## config.mk

```make
export PLATFORM = sky130hd
export DESIGN_NAME = rip_axi_master_flat
export DESIGN_NICKNAME = d
export VERILOG_FILES = /design/src/rtl/rip_axi_master_if.sv /design/src/rtl/rip_axi_master.sv /design/src/flat_wrapper.sv
export SDC_FILE = /design/constraint.sdc
export NUM_CORES = 1
export LEC_CHECK = 0
export BUFFER_PORTS_ARGS = -buffer_cell sky130_fd_sc_hd__buf_2
export CORE_MARGIN = 1
export CORE_UTILIZATION = 30
export DETAILED_ROUTE_END_ITERATION = 10
export SYNTH_ARGS = -nofsm -noshare
export SYNTH_HDL_FRONTEND = slang
export SYNTH_SLANG_ARGS = --single-unit
```

## constraint.sdc

```tcl
create_clock -name clk -period 3.6 [get_ports clk]
set_input_delay 0.72 -clock clk [delete_from_list [all_inputs] [get_ports clk]]
set_output_delay 0.72 -clock clk [all_outputs]
set_load 0.005 [all_outputs]
```

## src/rtl/rip_axi_master_if.sv

```systemverilog
// Shared constants and the AXI4 full bus bundle used by the rip_axi master.
package rip_const;
    parameter int B_WIDTH = 8;
endpackage

interface rip_axi_interface #(
    parameter int ID_WIDTH   = 4,
    parameter int ADDR_WIDTH = 32,
    parameter int DATA_WIDTH = 32
);
    logic [ID_WIDTH-1:0]     awid;
    logic [ADDR_WIDTH-1:0]   awaddr;
    logic [7:0]              awlen;
    logic [2:0]              awsize;
    logic [1:0]              awburst;
    logic                    awlock;
    logic [3:0]              awcache;
    logic [2:0]              awprot;
    logic [3:0]              awqos;
    logic [3:0]              awregion;
    logic                    awvalid;
    logic                    awready;

    logic [DATA_WIDTH-1:0]   wdata;
    logic [DATA_WIDTH/8-1:0] wstrb;
    logic                    wlast;
    logic                    wvalid;
    logic                    wready;

    logic [ID_WIDTH-1:0]     bid;
    logic [1:0]              bresp;
    logic                    bvalid;
    logic                    bready;

    logic [ID_WIDTH-1:0]     arid;
    logic [ADDR_WIDTH-1:0]   araddr;
    logic [7:0]              arlen;
    logic [2:0]              arsize;
    logic [1:0]              arburst;
    logic                    arlock;
    logic [3:0]              arcache;
    logic [2:0]              arprot;
    logic [3:0]              arqos;
    logic [3:0]              arregion;
    logic                    arvalid;
    logic                    arready;

    logic [ID_WIDTH-1:0]     rid;
    logic [DATA_WIDTH-1:0]   rdata;
    logic [1:0]              rresp;
    logic                    rlast;
    logic                    rvalid;
    logic                    rready;

    modport master (
        output awid, awaddr, awlen, awsize, awburst, awlock, awcache, awprot, awqos, awregion, awvalid,
        input  awready,
        output wdata, wstrb, wlast, wvalid,
        input  wready,
        input  bid, bresp, bvalid,
        output bready,
        output arid, araddr, arlen, arsize, arburst, arlock, arcache, arprot, arqos, arregion, arvalid,
        input  arready,
        input  rid, rdata, rresp, rlast, rvalid,
        output rready
    );

    modport slave (
        input  awid, awaddr, awlen, awsize, awburst, awlock, awcache, awprot, awqos, awregion, awvalid,
        output awready,
        input  wdata, wstrb, wlast, wvalid,
        output wready,
        output bid, bresp, bvalid,
        input  bready,
        input  arid, araddr, arlen, arsize, arburst, arlock, arcache, arprot, arqos, arregion, arvalid,
        output arready,
        output rid, rdata, rresp, rlast, rvalid,
        input  rready
    );
endinterface

```

## src/rtl/rip_axi_master.sv

```systemverilog
// Simple AXI4 burst master: one fixed-length INCR write engine and one read engine, running independently.
//
// state  | meaning
// W_IDLE | write engine free, wready high
// W_ADDR | AW channel presented, waiting for awready
// W_DATA | streaming captured words, lowest first
// W_RESP | waiting for write response
// R_IDLE | read engine free, rready high
// R_ADDR | AR channel presented, waiting for arready
// R_DATA | collecting read beats into rdata
module rip_axi_master #(
    parameter int ID_WIDTH   = 4,
    parameter int ADDR_WIDTH = 32,
    parameter int DATA_WIDTH = 32,
    parameter int BURST_LEN  = 2,
    parameter int B_WIDTH    = rip_const::B_WIDTH
) (
    input  logic                                   clk,
    input  logic                                   rstn,
    output logic                                   wready,
    input  logic [ADDR_WIDTH-1:0]                  waddr,
    input  logic [DATA_WIDTH*BURST_LEN-1:0]        wdata,
    input  logic [DATA_WIDTH*BURST_LEN/B_WIDTH-1:0] wstrb,
    input  logic                                   wvalid,
    output logic                                   wdone,
    output logic                                   rready,
    input  logic [ADDR_WIDTH-1:0]                  raddr,
    input  logic                                   rvalid,
    output logic [DATA_WIDTH*BURST_LEN-1:0]        rdata,
    output logic                                   rdone,
    rip_axi_interface.master                       M_AXI
);

    localparam int STRB_BEAT = DATA_WIDTH / B_WIDTH;
    localparam int STRB_ALL  = DATA_WIDTH * BURST_LEN / B_WIDTH;
    localparam int BEAT_W    = (BURST_LEN > 1) ? $clog2(BURST_LEN) : 1;
    localparam logic [BEAT_W-1:0] LAST_BEAT = BEAT_W'(BURST_LEN - 1);
    localparam logic [7:0] AX_LEN  = 8'(BURST_LEN - 1);
    localparam logic [2:0] AX_SIZE = 3'($clog2(DATA_WIDTH / 8));

    localparam logic [1:0] W_IDLE = 2'd0;
    localparam logic [1:0] W_ADDR = 2'd1;
    localparam logic [1:0] W_DATA = 2'd2;
    localparam logic [1:0] W_RESP = 2'd3;

    localparam logic [1:0] R_IDLE = 2'd0;
    localparam logic [1:0] R_ADDR = 2'd1;
    localparam logic [1:0] R_DATA = 2'd2;

    logic [1:0]                     w_state;
    logic [ADDR_WIDTH-1:0]          w_addr_q;
    logic [DATA_WIDTH*BURST_LEN-1:0] w_data_q;
    logic [STRB_ALL-1:0]            w_strb_q;
    logic [BEAT_W-1:0]              w_beat;
    logic                           wdone_q;

    logic [1:0]                     r_state;
    logic [ADDR_WIDTH-1:0]          r_addr_q;
    logic [DATA_WIDTH*BURST_LEN-1:0] rdata_q;
    logic [BEAT_W-1:0]              r_beat;
    logic                           rdone_q;

    // The captured payload is shifted down one word per accepted beat, so the
    // current beat is always in the low slice.
    always_ff @(posedge clk) begin
        if (rstn) begin
            w_state  <= W_IDLE;
            w_addr_q <= '0;
            w_data_q <= '0;
            w_strb_q <= '0;
            w_beat   <= '0;
            wdone_q  <= 1'b0;
        end else begin
            wdone_q <= 1'b0;
            case (w_state)
                W_IDLE: begin
                    if (wvalid) begin
                        w_addr_q <= waddr;
                        w_data_q <= wdata;
                        w_strb_q <= wstrb;
                        w_beat   <= '0;
                        w_state  <= W_ADDR;
                    end
                end
                W_ADDR: begin
                    if (M_AXI.awready) begin
                        w_state <= W_DATA;
                    end
                end
                W_DATA: begin
                    if (M_AXI.wready) begin
                        w_data_q <= w_data_q >> DATA_WIDTH;
                        w_strb_q <= w_strb_q >> STRB_BEAT;
                        w_beat   <= w_beat + 1'b1;
                        if (w_beat == LAST_BEAT) begin
                            w_state <= W_RESP;
                        end
                    end
                end
                W_RESP: begin
                    if (M_AXI.bvalid) begin
                        w_state <= W_IDLE;
                        wdone_q <= 1'b1;
                    end
                end
                default: w_state <= W_IDLE;
            endcase
        end
    end

    assign wready = (w_state == W_IDLE);
    assign wdone  = wdone_q;

    assign M_AXI.awid     = '0;
    assign M_AXI.awaddr   = w_addr_q;
    assign M_AXI.awlen    = AX_LEN;
    assign M_AXI.awsize   = AX_SIZE;
    assign M_AXI.awburst  = 2'b01;
    assign M_AXI.awlock   = 1'b0;
    assign M_AXI.awcache  = 4'd0;
    assign M_AXI.awprot   = 3'd0;
    assign M_AXI.awqos    = 4'd0;
    assign M_AXI.awregion = 4'd0;
    assign M_AXI.awvalid  = (w_state == W_ADDR);

    assign M_AXI.wdata  = w_data_q[DATA_WIDTH-1:0];
    assign M_AXI.wstrb  = w_strb_q[STRB_BEAT-1:0];
    assign M_AXI.wlast  = (w_state == W_DATA) && (w_beat == LAST_BEAT);
    assign M_AXI.wvalid = (w_state == W_DATA);
    assign M_AXI.bready = (w_state == W_RESP);

    // A short burst terminated by RLAST still completes the read cleanly.
    always_ff @(posedge clk) begin
        if (rstn) begin
            r_state  <= R_IDLE;
            r_addr_q <= '0;
            rdata_q  <= '0;
            r_beat   <= '0;
            rdone_q  <= 1'b0;
        end else begin
            rdone_q <= 1'b0;
            case (r_state)
                R_IDLE: begin
                    if (rvalid) begin
                        r_addr_q <= raddr;
                        r_beat   <= '0;
                        r_state  <= R_ADDR;
                    end
                end
                R_ADDR: begin
                    if (M_AXI.arready) begin
                        r_state <= R_DATA;
                    end
                end
                R_DATA: begin
                    if (M_AXI.rvalid) begin
                        for (int i = 0; i < BURST_LEN; i++) begin
                            if (r_beat == BEAT_W'(i)) begin
                                rdata_q[i*DATA_WIDTH +: DATA_WIDTH] <= M_AXI.rdata;
                            end
                        end
                        r_beat <= r_beat + 1'b1;
                        if (M_AXI.rlast || (r_beat == LAST_BEAT)) begin
                            r_state <= R_IDLE;
                            rdone_q <= 1'b1;
                        end
                    end
                end
                default: r_state <= R_IDLE;
            endcase
        end
    end

    assign rready = (r_state == R_IDLE);
    assign rdone  = rdone_q;
    assign rdata  = rdata_q;

    assign M_AXI.arid     = '0;
    assign M_AXI.araddr   = r_addr_q;
    assign M_AXI.arlen    = AX_LEN;
    assign M_AXI.arsize   = AX_SIZE;
    assign M_AXI.arburst  = 2'b01;
    assign M_AXI.arlock   = 1'b0;
    assign M_AXI.arcache  = 4'd0;
    assign M_AXI.arprot   = 3'd0;
    assign M_AXI.arqos    = 4'd0;
    assign M_AXI.arregion = 4'd0;
    assign M_AXI.arvalid  = (r_state == R_ADDR);
    assign M_AXI.rready   = (r_state == R_DATA);

endmodule

```

## src/flat_wrapper.sv

```systemverilog
// flat-port wrapper written by rule: the top's interface ports become plain ports
module rip_axi_master_flat 
#(
    parameter int ID_WIDTH   = 4,
    parameter int ADDR_WIDTH = 32,
    parameter int DATA_WIDTH = 32,
    parameter int BURST_LEN  = 2,
    parameter int B_WIDTH    = rip_const::B_WIDTH
)
  (clk, rstn, wready, waddr, wdata, wstrb, wvalid, wdone, rready, raddr, rvalid, rdata, rdone, M_AXI_awid, M_AXI_awaddr, M_AXI_awlen, M_AXI_awsize, M_AXI_awburst, M_AXI_awlock, M_AXI_awcache, M_AXI_awprot, M_AXI_awqos, M_AXI_awregion, M_AXI_awvalid, M_AXI_awready, M_AXI_wdata, M_AXI_wstrb, M_AXI_wlast, M_AXI_wvalid, M_AXI_wready, M_AXI_bid, M_AXI_bresp, M_AXI_bvalid, M_AXI_bready, M_AXI_arid, M_AXI_araddr, M_AXI_arlen, M_AXI_arsize, M_AXI_arburst, M_AXI_arlock, M_AXI_arcache, M_AXI_arprot, M_AXI_arqos, M_AXI_arregion, M_AXI_arvalid, M_AXI_arready, M_AXI_rid, M_AXI_rdata, M_AXI_rresp, M_AXI_rlast, M_AXI_rvalid, M_AXI_rready);
  rip_axi_interface #(.ID_WIDTH(ID_WIDTH), .ADDR_WIDTH(ADDR_WIDTH), .DATA_WIDTH(DATA_WIDTH)) M_AXI_i ();
  input  logic clk;
  input  logic rstn;
  output logic wready;
  input  logic [ADDR_WIDTH-1:0] waddr;
  input  logic [DATA_WIDTH*BURST_LEN-1:0] wdata;
  input  logic [DATA_WIDTH*BURST_LEN/B_WIDTH-1:0] wstrb;
  input  logic wvalid;
  output logic wdone;
  output logic rready;
  input  logic [ADDR_WIDTH-1:0] raddr;
  input  logic rvalid;
  output logic [DATA_WIDTH*BURST_LEN-1:0] rdata;
  output logic rdone;
  output wire logic [$bits(M_AXI_i.awid)-1:0] M_AXI_awid;
  output wire logic [$bits(M_AXI_i.awaddr)-1:0] M_AXI_awaddr;
  output wire logic [$bits(M_AXI_i.awlen)-1:0] M_AXI_awlen;
  output wire logic [$bits(M_AXI_i.awsize)-1:0] M_AXI_awsize;
  output wire logic [$bits(M_AXI_i.awburst)-1:0] M_AXI_awburst;
  output wire logic [$bits(M_AXI_i.awlock)-1:0] M_AXI_awlock;
  output wire logic [$bits(M_AXI_i.awcache)-1:0] M_AXI_awcache;
  output wire logic [$bits(M_AXI_i.awprot)-1:0] M_AXI_awprot;
  output wire logic [$bits(M_AXI_i.awqos)-1:0] M_AXI_awqos;
  output wire logic [$bits(M_AXI_i.awregion)-1:0] M_AXI_awregion;
  output wire logic [$bits(M_AXI_i.awvalid)-1:0] M_AXI_awvalid;
  input wire logic [$bits(M_AXI_i.awready)-1:0] M_AXI_awready;
  output wire logic [$bits(M_AXI_i.wdata)-1:0] M_AXI_wdata;
  output wire logic [$bits(M_AXI_i.wstrb)-1:0] M_AXI_wstrb;
  output wire logic [$bits(M_AXI_i.wlast)-1:0] M_AXI_wlast;
  output wire logic [$bits(M_AXI_i.wvalid)-1:0] M_AXI_wvalid;
  input wire logic [$bits(M_AXI_i.wready)-1:0] M_AXI_wready;
  input wire logic [$bits(M_AXI_i.bid)-1:0] M_AXI_bid;
  input wire logic [$bits(M_AXI_i.bresp)-1:0] M_AXI_bresp;
  input wire logic [$bits(M_AXI_i.bvalid)-1:0] M_AXI_bvalid;
  output wire logic [$bits(M_AXI_i.bready)-1:0] M_AXI_bready;
  output wire logic [$bits(M_AXI_i.arid)-1:0] M_AXI_arid;
  output wire logic [$bits(M_AXI_i.araddr)-1:0] M_AXI_araddr;
  output wire logic [$bits(M_AXI_i.arlen)-1:0] M_AXI_arlen;
  output wire logic [$bits(M_AXI_i.arsize)-1:0] M_AXI_arsize;
  output wire logic [$bits(M_AXI_i.arburst)-1:0] M_AXI_arburst;
  output wire logic [$bits(M_AXI_i.arlock)-1:0] M_AXI_arlock;
  output wire logic [$bits(M_AXI_i.arcache)-1:0] M_AXI_arcache;
  output wire logic [$bits(M_AXI_i.arprot)-1:0] M_AXI_arprot;
  output wire logic [$bits(M_AXI_i.arqos)-1:0] M_AXI_arqos;
  output wire logic [$bits(M_AXI_i.arregion)-1:0] M_AXI_arregion;
  output wire logic [$bits(M_AXI_i.arvalid)-1:0] M_AXI_arvalid;
  input wire logic [$bits(M_AXI_i.arready)-1:0] M_AXI_arready;
  input wire logic [$bits(M_AXI_i.rid)-1:0] M_AXI_rid;
  input wire logic [$bits(M_AXI_i.rdata)-1:0] M_AXI_rdata;
  input wire logic [$bits(M_AXI_i.rresp)-1:0] M_AXI_rresp;
  input wire logic [$bits(M_AXI_i.rlast)-1:0] M_AXI_rlast;
  input wire logic [$bits(M_AXI_i.rvalid)-1:0] M_AXI_rvalid;
  output wire logic [$bits(M_AXI_i.rready)-1:0] M_AXI_rready;
  assign M_AXI_awid = M_AXI_i.awid;
  assign M_AXI_awaddr = M_AXI_i.awaddr;
  assign M_AXI_awlen = M_AXI_i.awlen;
  assign M_AXI_awsize = M_AXI_i.awsize;
  assign M_AXI_awburst = M_AXI_i.awburst;
  assign M_AXI_awlock = M_AXI_i.awlock;
  assign M_AXI_awcache = M_AXI_i.awcache;
  assign M_AXI_awprot = M_AXI_i.awprot;
  assign M_AXI_awqos = M_AXI_i.awqos;
  assign M_AXI_awregion = M_AXI_i.awregion;
  assign M_AXI_awvalid = M_AXI_i.awvalid;
  assign M_AXI_i.awready = M_AXI_awready;
  assign M_AXI_wdata = M_AXI_i.wdata;
  assign M_AXI_wstrb = M_AXI_i.wstrb;
  assign M_AXI_wlast = M_AXI_i.wlast;
  assign M_AXI_wvalid = M_AXI_i.wvalid;
  assign M_AXI_i.wready = M_AXI_wready;
  assign M_AXI_i.bid = M_AXI_bid;
  assign M_AXI_i.bresp = M_AXI_bresp;
  assign M_AXI_i.bvalid = M_AXI_bvalid;
  assign M_AXI_bready = M_AXI_i.bready;
  assign M_AXI_arid = M_AXI_i.arid;
  assign M_AXI_araddr = M_AXI_i.araddr;
  assign M_AXI_arlen = M_AXI_i.arlen;
  assign M_AXI_arsize = M_AXI_i.arsize;
  assign M_AXI_arburst = M_AXI_i.arburst;
  assign M_AXI_arlock = M_AXI_i.arlock;
  assign M_AXI_arcache = M_AXI_i.arcache;
  assign M_AXI_arprot = M_AXI_i.arprot;
  assign M_AXI_arqos = M_AXI_i.arqos;
  assign M_AXI_arregion = M_AXI_i.arregion;
  assign M_AXI_arvalid = M_AXI_i.arvalid;
  assign M_AXI_i.arready = M_AXI_arready;
  assign M_AXI_i.rid = M_AXI_rid;
  assign M_AXI_i.rdata = M_AXI_rdata;
  assign M_AXI_i.rresp = M_AXI_rresp;
  assign M_AXI_i.rlast = M_AXI_rlast;
  assign M_AXI_i.rvalid = M_AXI_rvalid;
  assign M_AXI_rready = M_AXI_i.rready;
  rip_axi_master #(.ID_WIDTH(ID_WIDTH), .ADDR_WIDTH(ADDR_WIDTH), .DATA_WIDTH(DATA_WIDTH), .BURST_LEN(BURST_LEN), .B_WIDTH(B_WIDTH)) u_core (.clk(clk), .rstn(rstn), .wready(wready), .waddr(waddr), .wdata(wdata), .wstrb(wstrb), .wvalid(wvalid), .wdone(wdone), .rready(rready), .raddr(raddr), .rvalid(rvalid), .rdata(rdata), .rdone(rdone), .M_AXI(M_AXI_i));
endmodule
```

After elaboration in Yosys (flattened, before gate mapping)
Index checks and enable logic that the tools add are counted.
W data, S select, Z words.
Word-level totals
  register bits after elaboration: 208
  bits of input ports: 190
  output and inout bits: 240
  logic and storage cells: 73
Operators by class
  $add $sub $neg: 2
  equality and inequality tests: 14
  muxes and demuxes: 25
  bitwise gates (word level): 4
  reduce and logical (&&, ||, !) cells: 16
Operators with widths (count)
  $mux W64: 2
  $pmux W64 S2: 1
  $mux W2: 9
  $mux W8: 2
  $pmux W8 S2: 1
  $ne A2 B1 Y1 const B: 7
  $reduce_and A3 Y1: 4
  $pmux W2 S4: 1
  $eq A2 B2 Y1 const B: 3
  $mux W1: 6
  $pmux W2 S3: 1
  $reduce_and A5 Y1: 1
  $eq A2 B1 Y1 const B: 2
  $logic_not A2 Y1: 2
  $ne A2 B2 Y1 const B: 2
  $not A1 Y1: 4
  $pmux W1 S2: 2
  $reduce_and A2 Y1: 2
  $reduce_and A4 Y1: 1
  $reduce_bool A2 Y1: 2
  $reduce_or A3 Y1: 1
  $add A1 B1 Y1 const B: 2
  $reduce_or A2 Y1: 1
  $logic_and A1 B1 Y1: 1
  $logic_or A1 B1 Y1: 1

Longest topological paths before layout
  depth after elaboration: 4
  mapped depth: 9

Least setup slack after synthesis
No wires, ideal clock.
  path type: input to register
  from: input wvalid
  to: register u_core.w_data_q[20]
  arrival: 1.706 ns
  data required time: 3.519 ns
  slack: 1.813 ns
  cell stages on the path: 7
  buffers on the path: 4
  path through: and2_1 buf_6 o21a_1 buf_6 buf_6 buf_6 a211oi_2
Between the ends
  cells in the longest elaborated chain, start to end: 2
RTL lines
  start: declaration: line flat_wrapper.sv:18  | input logic wvalid;
  $ne A2 B1 Y1 (no source line)
  $reduce_and A3 Y1 (no source line)
  end signal: assignment: line rip_axi_master.sv:79  | w_data_q <= wdata;
  end signal: assignment: line rip_axi_master.sv:92  | w_data_q <= w_data_q >> DATA_WIDTH;
  end: declaration: line rip_axi_master.sv:52  | logic [DATA_WIDTH*BURST_LEN-1:0] w_data_q;
No other way between the ends.
A chain may end at the register's enable or synchronous reset.

Worst setup path after layout
  from: register u_core.w_state[0]
  to: register u_core.w_data_q[19]
Between the ends
  cells in the longest elaborated chain, start to end: 3
RTL lines
  start: declaration: line rip_axi_master.sv:50  | logic [1:0] w_state;
  start signal: assignment: line rip_axi_master.sv:67  | w_state <= W_IDLE;
  start signal: assignment: line rip_axi_master.sv:82  | w_state <= W_ADDR;
  start signal: assignment: line rip_axi_master.sv:87  | w_state <= W_DATA;
  $eq A2 B2 Y1 / $logic_not A2 Y1 (equally long branches): line rip_axi_master.sv:75  | case (w_state)
  $ne A2 B1 Y1 (no source line) / $reduce_bool A2 Y1 (equally long branches)
  $reduce_and A3 Y1 (no source line)
Several ways; a longest one is shown, not always the timed one.

==> impl_metrics.csv <==
group,metric,value,unit
status,status,"finished clean",
power,p_sw,2290,uW
setup_path,r2r-start,"u_core.w_state[0]",
yosys,yosysUniqueCellTypes,32,
power,ir_drop,0.306,mV
yosys,synth_mux_area_share,4.16,%
die,placementRows,61,
die,die_x,172,microns
timing,rsz0062_at_grt,"false",
clocking,clockBufferDepth,3,
global_routing,gr-total-overflow,0,
die,die_area,0.0295,sq mm
die,io-pin-count,430,
global_routing,antenna_found_initial,1,
yosys,ys.warnings.count,0,
place,dp_slack,1080,ps
layout,ff_latch_area,0.00416,sq mm
route,drt-total-wl,23800,microns
layout,drive_gt1_share,32.4,%
clocking,cts_tree,"done",
global_routing,grt_pass1_vias,6773,
layout,multi_input_comb_area,0.00363,sq mm
setup_path,critPathMaxFanout,39,
clocking,cts_buffers,25,
power,share_comb_of_total_power,26.4,%
yosys,synth_common_cells,"nand2_1, dfxtp_1, a21oi_1",
clocking,root_buffer,"clkbuf_16",
yosys,seq_area_frac_synth,48.1,%
yosys,synth_xor_area_share,0,%
yosys,synth-compound-area-share,14.8,%
timing,tns,0,ps
route,num_vias,7472,
yosys,ys_async_sr_fraction,0,%
power,power.leakage,0.00490,uW
setup_path,r2r_cells,8,
layout,fillers,2957,
yosys,post-synth-top-count-cell,"nand2_1",
power,swShare,31.2,%
clocking,htree_levels,1,
timing,tightestPinTransition,1080,ps
yosys,synthFlopType,"dfxtp_1",
power,p_per_area,665,mW/mm^2
route,drtIter0Drc,466,
power,seqPwrFrac,38.2,%
yosys,synthSimpleGateAreaFrac,18.8,%
global_routing,grt_pass1_wl,35700,microns
global_routing,grt_start_max_net_pins,89,
clocking,holdBufCountCts,0,
layout,syn_to_final_growth,27.7,%
route,drcViolationCount,0,
timing,skew,12.5,ps
clocking,cts_sinks,208,
clocking,clk_latency,510,ps
yosys,synth_cells,1034,
flow_run,drv_cap,0,
yosys,synthAdderAreaFrac,0.867,%
power,clock_power_share,35.4,%
min_path,min_path_cells,3,
route,first_pass_iters,4,
yosys,synth-seq-cells,208,
route,ant_nets,0,
die,start_util,30.8,%
timing,maxSlewViolCount,0,
die,core,0.0281,sq mm
power,p_int,5060,uW
timing,max_freq,410,MHz
setup_path,crit_type,"flop to flop",
timing,slew_headroom,27.9,%
yosys,synth-edff-count,0,
timing,fin_crit_sh,67.8,%
place,io_buffers,351,
setup_path,worstPathArrival,2860,ps
min_path,min-delay-start,"waddr[31]",
yosys,synth_top_family_by_area,"simple AND/OR/NAND/NOR gates",
route,wire_per_inst,13.9,microns
min_path,hp-class,"input pin to flop",
clocking,ctsResizeCount,0,
setup_path,cp-start-kind,"flop",
yosys,ys_top_cells_by_area,"dfxtp_1, nand2_1, a21oi_1, buf_4, mux2i_1",
clocking,path_clk_slew,60,ps
setup_path,rrSetupSlack,1160,ps
yosys,synth_top_area_share,48.1,%
timing,layout_min_cycle_time,2440,ps
timing,finalSetupViolCount,0,
layout,layout.nets,1510,
place,gp_congestion,0.732,
yosys,avgSynthCellArea,8.37,sq um
place,dpl.hpwl,16300,microns
setup_path,rr_endpoint,"u_core.w_data_q[19]",
setup_path,required,4020,ps
die,die_y,172,microns
yosys,synth_top_area_cell,"dfxtp_1",
timing,layout_setup_ws,1160,ps
clocking,post_cts_buffers,0,
yosys,syn_area,0.00865,sq mm
min_path,min_to,"u_core.M_AXI.awaddr[31]",
route,viasPerCell,4.37,
global_routing,grt_usage,15.0,%
timing,final_hold_viol_count,0,
setup_path,critPathCaptureType,"flop",
## sequential cells by signal (all words and copies together) (netlist names)
register and count:
u_core.w_data_q 64, u_core.w_state 2, u_core.r_state 2, u_core.rdone 1
u_core.wdone 1, u_core.rdata 64, u_core.M_AXI.awaddr 32, u_core.w_strb_q 8
u_core.M_AXI.araddr 32, u_core.w_beat 1, u_core.r_beat 1
## stage by stage
stage | hold slack, ps | total power [uW] | cells | cell area (sq um) | utilization [%]
floorplan | 432 | 4410 | 1098 | 8890 | -
global placement | 438 | 4780 | 1665 | 10200 | 36.3
detailed placement | 444 | 4820 | 1665 | 10200 | 36.3
CTS | 414 | 7470 | 1710 | 11000 | 39.3
global route | 420 | 7820 | 1711 | 11100 | 39.3
finish | 442 | 7350 | 1711 | 11100 | 39.3
## cell usage in the layout (no fill, tap or decap), types with 5 or more instances in the layout
| cell type | n |
|---|---|
| nand3b_1 | 37 |
| buf_4 | 11 |
| buf_2 | 350 |
| ha_1 | 5 |
| conb_1 | 66 |
| nor2_1 | 40 |
| mux2i_1 | 36 |
| a211oi_1 | 17 |
| nand2_1 | 294 |
| dfxtp_1 | 208 |
| inv_1 | 6 |
| a21oi_1 | 167 |
| clkinv_2 | 7 |
| clkbuf_16 | 25 |
| a211oi_2 | 20 |
## area by class of cell
| cell class | instances | share of cell area (%) |
|---|---|---|
| clock inverter | 14 | 1.70 |
| antenna | 1 | 0.0226 |
| inverter | 6 | 0.204 |
| tap | 378 | 4.28 |
| sequential | 208 | 37.7 |
| timing repair buffer | 365 | 17.2 |
| multi-input combinational | 708 | 32.8 |
| clock buffer | 31 | 6.05 |
## worst max path at each step
stage | from | end | slack [ps] | cells after the start
final | u_core.w_state[0] | u_core.w_data_q[19] | 1160 | 8
after CTS | u_core.w_state[0] | u_core.w_data_q[11] | 1110 | 8
after global placement | wvalid | u_core.w_data_q[4] | 1100 | 7
after floorplan | wvalid | u_core.w_data_q[20] | 1810 | 7
after global routing | u_core.w_state[0] | u_core.w_strb_q[0] | 890 | 8
after detailed placement | wvalid | u_core.w_strb_q[3] | 1080 | 7
## power groups by stage
stage / Sequential (uW) / Clock, uW / Combinational, uW
floorplan: 2840 / 0 / 1570
finish: 2810 / 2600 / 1940
detailed placement: 2860 / 0 / 1960
CTS: 2810 / 2690 / 1970
global placement: 2850 / 0 / 1940
global route: 2850 / 2790 / 2180
## kinds of logic (layout without fill, tap and decap cells)
logic type,after synthesis,count (layout)
buffers and inverters,182,416
multiplexers,36,36
adder cells (fa/ha/maj),6,6
AO/OA/AOI/OAI,213,213
AND/OR/NAND/NOR,387,387
other,2,67
flip-flops,208,208
## worst max-delay path: stages (launching register included)
cell and delay, ps:
dfxtp_1 340, inv_1 170, ha_1 250, and2_1 210, buf_4 380, o21a_4 450, buf_12 260, nor2_1 80
a211oi_2 190
## per-layer routing
metal / share of wire (%) / vias up / GRT usage [%]
met3: 7.4 / 30 / 3.71
li1: - / 3786 / -
met5: 0 / - / 0
met2: 48 / 254 / 25.5
met4: 1.9 / 0 / 4.19
met1: 43 / 3402 / 18.6
No activity file was read; power rests on OpenSTA's default activity.
